<file path="config.mk">
export PLATFORM = sky130hd
export DESIGN_NAME = dmem_ctrl
export DESIGN_NICKNAME = d
export VERILOG_FILES = /design/src/rtl/dmem_ctrl.sv
export SDC_FILE = /design/constraint.sdc
export NUM_CORES = 1
export LEC_CHECK = 0
export ABC_CLOCK_PERIOD_IN_PS = 8850
export CORE_AREA = 2 2 256 258
export CTS_CLUSTER_DIAMETER = 60
export DETAILED_ROUTE_END_ITERATION = 10
export DIE_AREA = 0 0 258 260
export SYNTH_ARGS = -nofsm -noshare
export SYNTH_HDL_FRONTEND = slang
export SYNTH_SLANG_ARGS = --single-unit
</file>
<file path="constraint.sdc">
create_clock -name clk -period 8.85 [get_ports clk]
set_input_delay 1.77 -clock clk [delete_from_list [all_inputs] [get_ports clk]]
set_output_delay 1.77 -clock clk [all_outputs]
set_load 0.02 [all_outputs]
</file>
<file path="src/rtl/dmem_ctrl.sv">
`default_nettype none
// =============================================================================
// dmem_ctrl : sequencer and round-robin arbiter (M stage vs loader) for the
//             single-ported data memory; sticky dmem_error halts all grants.
//             Optional macro DMEM_ALIGN_CHECK_EN also faults on addr[2:0] != 0.
// Revision  : 1.0
// =============================================================================
module dmem_ctrl #(
    parameter int MEM_WORDS = 2048,
    parameter int MEM_LAT   = 2,
    parameter int DATA_W    = 64
) (
    input  logic              clk,
    input  logic              rst,
    input  logic              m_req,
    input  logic [3:0]        icode,
    input  logic [DATA_W-1:0] valA,
    input  logic [DATA_W-1:0] valE,
    input  logic [DATA_W-1:0] valP,
    output logic              m_done,
    output logic              m_stall,
    output logic [DATA_W-1:0] valM,
    input  logic              ld_req,
    input  logic              ld_we,
    input  logic [DATA_W-1:0] ld_addr,
    input  logic [DATA_W-1:0] ld_wdata,
    output logic              ld_ack,
    output logic [DATA_W-1:0] ld_rdata,
    output logic              mem_en,
    output logic              mem_we,
    output logic [DATA_W-1:0] mem_addr,
    output logic [DATA_W-1:0] mem_wdata,
    input  logic [DATA_W-1:0] mem_rdata,
    output logic              dmem_error
);

    localparam int                CNT_W        = (MEM_LAT > 1) ? $clog2(MEM_LAT) : 1;
    localparam logic [CNT_W-1:0]  CNT_INIT     = CNT_W'(MEM_LAT - 1);
    localparam logic [DATA_W-1:0] ADDR_LIMIT   = DATA_W'(MEM_WORDS);
    localparam logic              GRANT_PIPE   = 1'b0;
    localparam logic              GRANT_LOADER = 1'b1;

    typedef enum logic [1:0] {
        S_IDLE   = 2'd0,
        S_ACCESS = 2'd1,
        S_RESP   = 2'd2,
        S_HALT   = 2'd3
    } state_t;

    state_t             state_q, state_d;
    logic [CNT_W-1:0]   cnt_q, cnt_d;
    logic               last_grant_q, last_grant_d;
    logic               owner_q, owner_d;
    logic               m_done_q, m_done_d;
    logic               ld_ack_q, ld_ack_d;
    logic [DATA_W-1:0]  val_m_q, val_m_d;
    logic [DATA_W-1:0]  ld_rdata_q, ld_rdata_d;
    logic               mem_en_q, mem_en_d;
    logic               mem_we_q, mem_we_d;
    logic [DATA_W-1:0]  mem_addr_q, mem_addr_d;
    logic [DATA_W-1:0]  mem_wdata_q, mem_wdata_d;
    logic               dmem_error_q, dmem_error_d;

    logic               pipe_memop, pipe_we;
    logic [DATA_W-1:0]  pipe_addr, pipe_wdata;
    logic               pipe_pend, ld_pend, grant_pipe, grant_ld;
    logic               sel_we, addr_bad;
    logic [DATA_W-1:0]  sel_addr, sel_wdata;

    always_comb begin
        pipe_memop = 1'b0;
        pipe_we    = 1'b0;
        pipe_addr  = valE;
        pipe_wdata = valA;
        case (icode)
            4'h4, 4'hA: begin pipe_memop = 1'b1; pipe_we = 1'b1; end
            4'h8:       begin pipe_memop = 1'b1; pipe_we = 1'b1; pipe_wdata = valP; end
            4'h5:       pipe_memop = 1'b1;
            4'hB, 4'h9: begin pipe_memop = 1'b1; pipe_addr = valA; end
            default:    ;
        endcase
    end

    assign pipe_pend  = m_req & pipe_memop;
    assign ld_pend    = ld_req;
    // Round robin: on contention the side that did not win last time goes next.
    assign grant_pipe = pipe_pend & (~ld_pend | (last_grant_q == GRANT_LOADER));
    assign grant_ld   = ld_pend & ~grant_pipe;
    assign sel_we     = grant_pipe ? pipe_we    : ld_we;
    assign sel_addr   = grant_pipe ? pipe_addr  : ld_addr;
    assign sel_wdata  = grant_pipe ? pipe_wdata : ld_wdata;

`ifdef DMEM_ALIGN_CHECK_EN
    assign addr_bad = (sel_addr >= ADDR_LIMIT) || (sel_addr[2:0] != 3'b000);
`else
    assign addr_bad = (sel_addr >= ADDR_LIMIT);
`endif

    always_comb begin
        state_d      = state_q;
        cnt_d        = cnt_q;
        last_grant_d = last_grant_q;
        owner_d      = owner_q;
        m_done_d     = 1'b0;
        ld_ack_d     = 1'b0;
        val_m_d      = val_m_q;
        ld_rdata_d   = ld_rdata_q;
        mem_en_d     = mem_en_q;
        mem_we_d     = mem_we_q;
        mem_addr_d   = mem_addr_q;
        mem_wdata_d  = mem_wdata_q;
        dmem_error_d = dmem_error_q;
        case (state_q)
            S_IDLE: begin
                if (grant_pipe || grant_ld) begin
                    last_grant_d = grant_ld ? GRANT_LOADER : GRANT_PIPE;
                    owner_d      = grant_ld ? GRANT_LOADER : GRANT_PIPE;
                    if (addr_bad) begin
                        // Faulting access never reaches the array but still completes.
                        state_d      = S_HALT;
                        dmem_error_d = 1'b1;
                        m_done_d     = grant_pipe;
                        ld_ack_d     = grant_ld;
                    end else begin
                        state_d     = S_ACCESS;
                        cnt_d       = CNT_INIT;
                        mem_en_d    = 1'b1;
                        mem_we_d    = sel_we;
                        mem_addr_d  = sel_addr;
                        mem_wdata_d = sel_wdata;
                    end
                end
            end
            S_ACCESS: begin
                if (cnt_q == '0) begin
                    state_d  = S_RESP;
                    mem_en_d = 1'b0;
                    mem_we_d = 1'b0;
                    if (owner_q == GRANT_PIPE) begin
                        m_done_d = 1'b1;
                        if (!mem_we_q) val_m_d = mem_rdata;
                    end else begin
                        ld_ack_d = 1'b1;
                        if (!mem_we_q) ld_rdata_d = mem_rdata;
                    end
                end else begin
                    cnt_d = cnt_q - 1'b1;
                end
            end
            S_RESP:  state_d = S_IDLE;
            S_HALT:  state_d = S_HALT;
        endcase
    end

    always_ff @(posedge clk or posedge rst) begin
        if (rst) begin
            state_q      <= S_IDLE;
            cnt_q        <= '0;
            last_grant_q <= GRANT_LOADER;
            owner_q      <= GRANT_PIPE;
            m_done_q     <= 1'b0;
            ld_ack_q     <= 1'b0;
            val_m_q      <= '0;
            ld_rdata_q   <= '0;
            mem_en_q     <= 1'b0;
            mem_we_q     <= 1'b0;
            mem_addr_q   <= '0;
            mem_wdata_q  <= '0;
            dmem_error_q <= 1'b0;
        end else begin
            state_q      <= state_d;
            cnt_q        <= cnt_d;
            last_grant_q <= last_grant_d;
            owner_q      <= owner_d;
            m_done_q     <= m_done_d;
            ld_ack_q     <= ld_ack_d;
            val_m_q      <= val_m_d;
            ld_rdata_q   <= ld_rdata_d;
            mem_en_q     <= mem_en_d;
            mem_we_q     <= mem_we_d;
            mem_addr_q   <= mem_addr_d;
            mem_wdata_q  <= mem_wdata_d;
            dmem_error_q <= dmem_error_d;
        end
    end

    // Stall is forced low while reset is asserted so every output reads 0.
    assign m_stall    = pipe_pend & ~m_done_q & ~rst;
    assign m_done     = m_done_q;
    assign valM       = val_m_q;
    assign ld_ack     = ld_ack_q;
    assign ld_rdata   = ld_rdata_q;
    assign mem_en     = mem_en_q;
    assign mem_we     = mem_we_q;
    assign mem_addr   = mem_addr_q;
    assign mem_wdata  = mem_wdata_q;
    assign dmem_error = dmem_error_q;

endmodule
`default_nettype wire

</file>
==> summary.md, run 1 <==
| Metric | Value |
|---|---|
| IO buf count | 654 |
| Reg clk slew, reported paths | 0.05 ns |
| Drt wl/cell | 21.1 um |
| Die width | 258 um |
| Seq cells post-synth | 266 |
| Buf/Inv on CP | 2 |
| Largest net degree at the start of global routing | 168 |
| Async set-reset flop share out of synthesis | 100% |
| Post-synthesis compound-gate area fraction | 4.81% |
| Post-synthesis simple-gate area fraction | 9.43% |
| Synth top area cells | dfrtp_1 (57%), mux2_2 (13%), mux2i_1 (6.4%), mux2_1 (6.1%), o21ai_0 (3.4%) |
| Clock skew | 0.0162 ns |
| RSZ-0062 raised after global routing | no |
| Worst slack at placement | 2.51 ns |
| Via count | 10100 |
| Power Density | 257 nW/um2 |
| Rel. slew slack | 19.2% |
| WS Path Type | in2out |
| Drt pass-1 iters | 4 |
| Clk Latency, worst-skew pair | 0.54 ns |
| Mapped Cells | 916 |
| Global-route wire length before repair | 74200 um |
| CTS tree | done |
| Final setup fails | 0 |
| Row count | 93 |
| Final worst slack | 2.65 ns |
| Slowest stage cell, crit path | clkdlybuf4s50_1 |
| Largest family of logic cells by synthesized area | multiplexers |
| Worst EP arrival | 4.43 ns |
| Tot GR Track Use | 14.9% |
| Fin Setup TNS | 0 ns |
| Pleak | 0.00861 uW |
| Placed cell areas | 19200 um2 |
| CP top delay family | buffers and inverters |
| CP Launch Type | primary input |
| Critical-path cell list | clkdlybuf4s50_1, nor3b_1, o21a_1, nor3b_1, clkdlybuf4s50_1 |
| I/O pins | 655 |
| Die H | 260 um |
| Hold WC Path Type | reg2reg |
| CTS Root Cell | clkbuf_16 |
| Post-CTS Setup Bufs | 0 |
| Number of synthesized flops with an enable pin | 0 |
| Count leader, synth | dfrtp_1 |
| Ys Warns | 0 |
| Syn Std Cell Area | 11700 um2 |
| GPL Wtd Cong | 0.995 |
| VDD IR max | 0.000219 V |
| Cell area after layout | 20500 um2 |
| Core area | 64100 um2 |
| Clk sinks | 266 |
| Yosys top cell area share | 56.7% |
| Status | complete, no violations |
| H-tree levels | 2 |
| Worst endpoint required time | 7.08 ns |
| Dpl hpwl | 39900 um |
| Max-cap violations | 0 |
| FF-to-FF setup slack | 5.88 ns |
| Register area share after synthesis | 57.0% |
| Top cells by count, synth | dfrtp_1 (265), mux2_2 (140), nand2_1 (82), o21ai_0 (80), mux2i_1 (75) |
| CTS max path bufs | 3 |
| Num CTS Buffers | 37 |
| Fmax | 0.161 GHz |
| Share of layout cells above drive strength 1 | 13.8% |
| Hold Buf Count CTS | 0 |
| Max Fanout on Critical Path | 5 |
| Final hold vios | 0 |
| Area grow syn2layout | 75.7% |
| Die ar. | 67100 um2 |
| Fill cells | 6419 |
| Final net count | 1961 |
| 1st-iter DRT viols | 505 |
| Avg Cell Area, Syn | 12.8 um2 |
| Post-synthesis adder-cell area fraction | 0.321% |
| Mux cell area share after synthesis | 26.0% |
| Period utilization | 70.1% |
| Vias in the first global route | 10800 |
| Yosys cell types | 42 |
| Worst setup EP type | output pin |
| Routed vias/inst | 4.11 |
| Slew Limit Fails | 0 |
| DRT Wirelength | 51700 um |
| Worst-Margin Slew | 1.20 ns |
| Post-route minimum period | 6.20 ns |
| Initial Util | 18.2% |
| Ys flop type | dfrtp_1 |
| DRC | 0 |
| Xor/xnor cell area share of the yosys netlist | 0% |
| Antenna-violating nets left | 0 |
| GRT overflow | 0 |
| Crit-path max cell delay | 0.69 ns |
| Initial antenna violation count | 11 |
| Cell taking the most area after synthesis | dfrtp_1 |
| Post-synthesis net count | 1312 |
| Post-CTS sizing | 0 |
layout by cell type (no fill, tap or decap), types with 2 or more instances in the layout:
master,Yosys,final
nand2b_1,4,4
clkbuf_1,29,5
nor4_1,36,36
buf_4,3,4
or4_1,2,2
clkdlybuf4s50_1,0,654
clkinvlp_4,0,2
clkbuf_16,0,39
nor3_1,6,5
nor2b_1,54,54
mux2_1,63,63
inv_6,0,4
clkinv_2,0,2
o21ai_0,80,80
buf_12,0,4
o21a_1,2,2
clkbuf_8,0,7
a21oi_1,8,8
nand4_1,9,9
diode_2,0,2
dfrtp_1,265,265
bufinv_16,0,6
or2_2,2,2
mux2_2,140,140
inv_1,6,5
nor2_1,5,4
ha_1,3,3
nand2_1,82,82
clkinv_4,0,2
nor3b_1,3,2
mux2i_1,75,75
sequential cells by signal, summed over array words and instances (netlist names):
signal,cells
mem_addr,64
last_grant_q,1
mem_wdata,64
state_q,2
mem_we,1
ld_rdata,64
dmem_error,1
mem_en,1
valM,64
owner_q,1
ld_ack,1
m_done,1
cnt_q,1
layer usage:
layer | track usage [%] | share of wire (%) | up-vias
met5 | 0 | 0 | -
met4 | 5.06 | 2.9 | 0
met3 | 4.99 | 8.7 | 82
met2 | 25.2 | 48 | 515
met1 | 17.6 | 40 | 4884
li1 | - | - | 4580
report_power, final:
part | total (uW) | internal [uW] | switching [uW]
sequential | 1720 | 1540 | 183
clock | 1620 | 1040 | 583
combinational | 1930 | 1030 | 900
total | 5280 | 3610 | 1670
layout make-up:
class	count	area (um2)	area share (%)
flip-flops and latches	266	6660	32.4
repair buffers	662	6660	32.4
multi-input cells	592	4780	23.3
clock buffers	51	1090	5.31
well taps	855	1070	5.21
clock inverters	15	250	1.22
inverters	6	26.3	0.128
diodes	2	5.00	0.0244
per-stage QoR:
step	power (uW)	instances	hold slack (ns)	util, %
after floorplan	2650	916	0.474	-
after global placement	3650	2381	0.468	29.9
after detailed placement	3680	2381	0.474	29.9
after CTS	5360	2447	0.485	32.0
after global routing	5540	2448	0.494	32.0
final	5280	2449	0.479	32.0
path summary, 6_finish.rpt:
path                         startpoint            end  depth (start not counted)
max                            icode[2]        m_stall                          5
max in group asynchronous           rst  mem_wdata[24]                          4
min                        mem_wdata[6]   mem_wdata[6]                          1
min reg2reg                mem_wdata[6]   mem_wdata[6]                          1
max reg2reg                  state_q[1]  mem_wdata[57]                          6
min in group asynchronous           rst        valM[7]                          3
cells by family after synthesis:
group | Yosys count
AOI/OAI and AO/OA | 103
adders and majority gates | 3
buffers and inverters | 58
DFF | 266
muxes | 278
and+or+nand+nor | 208
No activity file was read; power rests on OpenSTA's default activity.
==> run 2: changes to the inputs <==
Settings changed: ABC_CLOCK_PERIOD_IN_PS 8850 to 5950, CORE_AREA 2 2 256 258 to 2 2 258 260, DIE_AREA 0 0 258 260 to 0 0 260 262.
Clock period 8.85 ns to 5.95 ns, I/O delays scaled along.
==> run 2 against run 1 <==
Effect of this change:
- clock-buffer cell count is 4 lower
- worst setup slack worse by 1.4 ns
- utilization down 0.77 points
- die area up 1.6%
- largest power group unchanged
- global-route usage fell by 0.39 points
- sequential cell count stayed put
- clock power increased by 26%
==> summary.md, run 2 (synthesized netlist as in run 1, its figures left out) <==
| Metric | Value |
|---|---|
| Num CTS Buffers | 31 |
| Drt wl/cell | 21.1 um |
| Row count | 94 |
| Crit-path max cell delay | 0.67 ns |
| Worst endpoint required time | 4.76 ns |
| Share of layout cells above drive strength 1 | 13.9% |
| Reg clk slew, reported paths | 0.06 ns |
| Die ar. | 68100 um2 |
| RSZ-0062 raised after global routing | no |
| Fin Setup TNS | 0 ns |
| Final setup fails | 0 |
| Post-CTS Setup Bufs | 0 |
| CTS max path bufs | 3 |
| Beginning of the critical path | icode[3] |
| Tot GR Track Use | 14.5% |
| Placed cell areas | 19300 um2 |
| Largest net degree at the start of global routing | 161 |
| Commonest non-fill, non-tap cells in the layout | clkdlybuf4s50_1 (654), dfrtp_1 (265), mux2_2 (140), nand2_1 (82), o21ai_0 (80) |
| Antenna-violating nets left | 0 |
| Post-CTS sizing | 0 |
| GRT overflow | 0 |
| Worst R2R End | ld_rdata[0] |
| Worst EP arrival | 3.55 ns |
| Fmax | 0.211 GHz |
| I/O pins | 655 |
| Clk Latency, worst-skew pair | 0.60 ns |
| Critical-path cell list | clkdlybuf4s50_1, nor3b_1, o21a_1, nor3b_1, clkdlybuf4s50_1 |
| CP Launch Type | primary input |
| Pleak | 0.00854 uW |
| CTS Root Cell | clkbuf_16 |
| VDD IR max | 0.000303 V |
| Rel. slew slack | 22.9% |
| Area grow syn2layout | 74.6% |
| Clock skew | 0.0130 ns |
| CP endpoint | m_stall |
| RR Startpoint | state_q[1] |
| Die H | 262 um |
| Post-route minimum period | 4.74 ns |
| IO buf count | 654 |
| Power Density | 366 nW/um2 |
| Drt pass-1 iters | 5 |
| Clk sinks | 266 |
| Most common cell after layout, fill and taps aside | clkdlybuf4s50_1 |
| DRC | 0 |
| DRT Wirelength | 52000 um |
| Die width | 260 um |
| WS Path Type | in2out |
| Routed vias/inst | 4.11 |
| Core area | 65300 um2 |
| Period utilization | 79.6% |
| Dpl hpwl | 40800 um |
| Slew Limit Fails | 0 |
| Hold WC Path Type | reg2reg |
| Slowest stage cell, crit path | clkdlybuf4s50_1 |
| H-tree levels | 1 |
| Worst setup EP type | output pin |
| Final net count | 1963 |
| Global-route wire length before repair | 73200 um |
| Via count | 10100 |
| Cells after DPL | 2398 |
| FF-to-FF path depth | 6 |
| Initial antenna violation count | 15 |
| GPL Wtd Cong | 0.923 |
| FF-to-FF setup slack | 3.10 ns |
| Initial Util | 17.9% |
| Max-cap violations | 0 |
| 1st-iter DRT viols | 384 |
| CTS tree | done |
| Cell area after layout | 20400 um2 |
| Vias in the first global route | 10800 |
| Hold Buf Count CTS | 0 |
| Worst-Margin Slew | 1.15 ns |
| Max Fanout on Critical Path | 5 |
| Final hold vios | 0 |
| Status | complete, no violations |
| Non-Filler Instances | 2460 |
run 2: cell types whose count changed in the layout (fill, tap and decap cells not counted), sizes merged:
cell,previous run,this run
buf,8,16
diode,2,4
bufinv,6,2
clkbuf,51,47
clkinvlp,2,4
clkinv,4,2
run 2: routing by layer:
metal  vias up  track usage [%]  part of all wire [%]  wire [um]
li1       4584                -                     -          -
met1      4980             16.6                    39      20200
met2       466             24.8                    48      25000
met3        77             5.13                   9.8       5090
met4        14             5.51                   3.2       1660
met5         -                0                  0.19         99
run 2: area by class of cell:
| type | instances | area, um2 |
|---|---|---|
| inverter | 6 | 26.3 |
| sequential | 266 | 6660 |
| multi-input combinational | 592 | 4780 |
| fill | 6638 | 44900 |
| clock inverter | 11 | 143 |
| timing repair buffer | 670 | 6740 |
| antenna | 4 | 10.0 |
| clock buffer | 47 | 966 |
| tap | 864 | 1080 |
run 2: where the power goes:
part | internal [uW] | switching [uW]
logic | 1540 | 1350
clock network | 1210 | 825
registers | 2280 | 262
total | 5040 | 2440
run 2: worst min-delay path by stage:
stage	slack (ns)	depth (start not counted)	startpoint	endpoint
finish	0.48	1	mem_addr[9]	mem_addr[9]
CTS	0.49	1	mem_wdata[8]	mem_wdata[8]
global route	0.50	1	mem_wdata[8]	mem_wdata[8]
global placement	0.47	1	mem_wdata[13]	mem_wdata[13]
floorplan	0.47	1	owner_q	m_done
detailed placement	0.47	1	mem_wdata[8]	mem_wdata[8]
run 2: critical path, delay by kind of cell:
| family | cells | cell delay, ns |
|---|---|---|
| simple gates | 2 | 0.71 |
| buf+inv | 2 | 1.16 |
| compound gates | 1 | 0.48 |
run 2: stage by stage:
stage | power (uW) | setup WS, ns | hold slack (ns) | utilization [%]
2_1_floorplan | 3940 | 1.25 | 0.474 | -
3_3_place_gp | 5430 | 1.02 | 0.467 | 29.5
3_5_place_dp | 5470 | 0.961 | 0.474 | 29.5
4_1_cts | 7580 | 1.20 | 0.488 | 31.2
5_1_grt | 7840 | 1.12 | 0.501 | 31.3
6_report | 7470 | 1.21 | 0.485 | 31.3
==> run 3: changes to the inputs <==
Settings changed: ABC_CLOCK_PERIOD_IN_PS 5950 to 4000, CORE_AREA 2 2 258 260 to 2 2 256 258, DIE_AREA 0 0 260 262 to 0 0 258 260.
Clock period 5.95 ns to 4 ns, I/O delays scaled along.
==> run 3 against run 2 <==
Effect of this change:
- critical path depth up 1
- via count up 2.0%
- first-iteration DRC count up 20%
- routed wire length up 1.4%
- global-route usage up 0.70 points
- cell count up 1.3%
- clock power up 54%
- clock skew up 0.0076 ns
- final area up 2.0%
- worst setup slack worse by 0.87 ns
- non-clock buffer count up 33
- largest cell class unchanged
==> summary.md, run 3 (synthesized netlist as in run 1, its figures left out) <==
| Metric | Value |
|---|---|
| Status | complete, no violations |
| DRT Wirelength | 52700 um |
| CP top delay family | buffers and inverters |
| Antenna-violating nets left | 0 |
| Tot GR Track Use | 15.2% |
| Post-route minimum period | 3.66 ns |
| Final net count | 2003 |
| Die H | 260 um |
| Hold WC Path Type | reg2reg |
| Crit path depth | 6 |
| Fill cells | 6423 |
| Core area | 64100 um2 |
| Global-route wire length before repair | 75700 um |
| Power, Total | 11300 uW |
| Final hold vios | 0 |
| FF-to-FF path depth | 6 |
| Drt pass-1 iters | 5 |
| Critical-path cell list | clkdlybuf4s50_1, nor3b_1, buf_4, o21a_1, nor3b_1, buf_4 |
| Routed vias/inst | 4.14 |
| Fmax | 0.274 GHz |
| Clk Latency, worst-skew pair | 0.54 ns |
| Worst setup EP type | output pin |
| Via count | 10300 |
| Worst hold stages | 1 |
| Initial Util | 18.2% |
| Slowest stage cell, crit path | clkdlybuf4s50_1 |
| Initial antenna violation count | 14 |
| Max-cap violations | 0 |
| GRT overflow | 0 |
| Clk sinks | 266 |
| Worst-Margin Slew | 0.796 ns |
| Buf/Inv on CP | 3 |
| Final setup fails | 0 |
| Dpl hpwl | 42400 um |
| Reg clk slew, reported paths | 0.05 ns |
| Crit-path max cell delay | 0.50 ns |
| Row count | 93 |
| I/O pins | 655 |
| Slew Limit Fails | 0 |
| Post-CTS sizing | 0 |
| FF-to-FF setup slack | 1.63 ns |
| DRC | 0 |
| H-tree levels | 2 |
| Placed cell areas | 19600 um2 |
| Num CTS Buffers | 38 |
| Worst slack at placement | -0.0255 ns |
| Largest net degree at the start of global routing | 78 |
| CTS tree | done |
| Worst endpoint required time | 3.20 ns |
| GPL Wtd Cong | 0.975 |
| Share of layout cells above drive strength 1 | 16.0% |
| Worst EP arrival | 2.86 ns |
| Most common cell after layout, fill and taps aside | clkdlybuf4s50_1 |
| Clock skew | 0.0206 ns |
| CTS max path bufs | 3 |
| CP Launch Type | primary input |
| Power Density | 544 nW/um2 |
| IO buf count | 654 |
| Period utilization | 91.4% |
| Max Fanout on Critical Path | 5 |
| WS Path Type | in2out |
| Drt wl/cell | 21.2 um |
| Final worst slack | 0.344 ns |
| Cell area after layout | 20800 um2 |
| Rel. slew slack | 46.5% |
| Post-CTS Setup Bufs | 0 |
| Die ar. | 67100 um2 |
| Pleak | 0.00877 uW |
| Commonest non-fill, non-tap cells in the layout | clkdlybuf4s50_1 (653), dfrtp_1 (265), mux2_2 (140), nand2_1 (82), o21ai_0 (80) |
| VDD IR max | 0.000610 V |
| Hold Buf Count CTS | 0 |
| RSZ-0062 raised after global routing | no |
| Vias in the first global route | 11200 |
| Final core occ | 32.5% |
| CTS Root Cell | clkbuf_16 |
| 1st-iter DRT viols | 461 |
| Die width | 258 um |
| Area grow syn2layout | 78.0% |
run 3: through the flow:
stage / instances / TNS, ns / hold WS [ns]
3_3_place_gp: 2422 / -0.0429 / 0.468
5_1_grt: 2489 / 0 / 0.501
4_1_cts: 2487 / 0 / 0.486
6_report: 2491 / 0 / 0.482
2_1_floorplan: 916 / -82.33 / 0.474
3_5_place_dp: 2422 / -0.0712 / 0.474
run 3: final timing paths:
check	start	endpoint
worst max-delay path	icode[2]	m_stall
worst min-delay path	mem_wdata[27]	mem_wdata[27]
worst max register to register	state_q[1]	ld_rdata[40]
worst min register to register	mem_wdata[27]	mem_wdata[27]
max in group asynchronous	rst	mem_addr[46]
min in group asynchronous	rst	valM[15]
run 3: report_power, final:
group          switching [uW]  leakage, uW  internal [uW]  total [uW]
combinational            2020      0.00477           2340        4370
clock                    1300     0.000576           1860        3150
sequential                401      0.00343           3400        3800
run 3: cell type report:
type                    instances  area (um2)  area share, %
diodes                          4        10.0         0.0481
clock buffers                  48        1040           4.99
clock inverters                17         138          0.661
inverters                       6        26.3          0.126
multi-input cells             592        4780           23.0
flip-flops and latches        266        6660           32.0
well taps                     855        1070           5.14
repair buffers                703        7090           34.1
run 3: per-layer routing:
layer  routed length (um)  GRT usage [%]  vias to the layer above
met1                20700           17.3                     5072
met2                25700           26.4                      505
met3                 4740           5.43                       79
met4                 1600           4.91                        6
li1                     -              -                     4657
met5                   37              0                        -
run 3: worst register-to-register path: cells and delay by family, from the launching register on:
kind / cells / cell delay, ns
buf+inv: 2 / 0.39
flops: 1 / 0.40
fa+ha+maj: 1 / 0.30
simple gates: 2 / 0.76
mux: 1 / 0.41
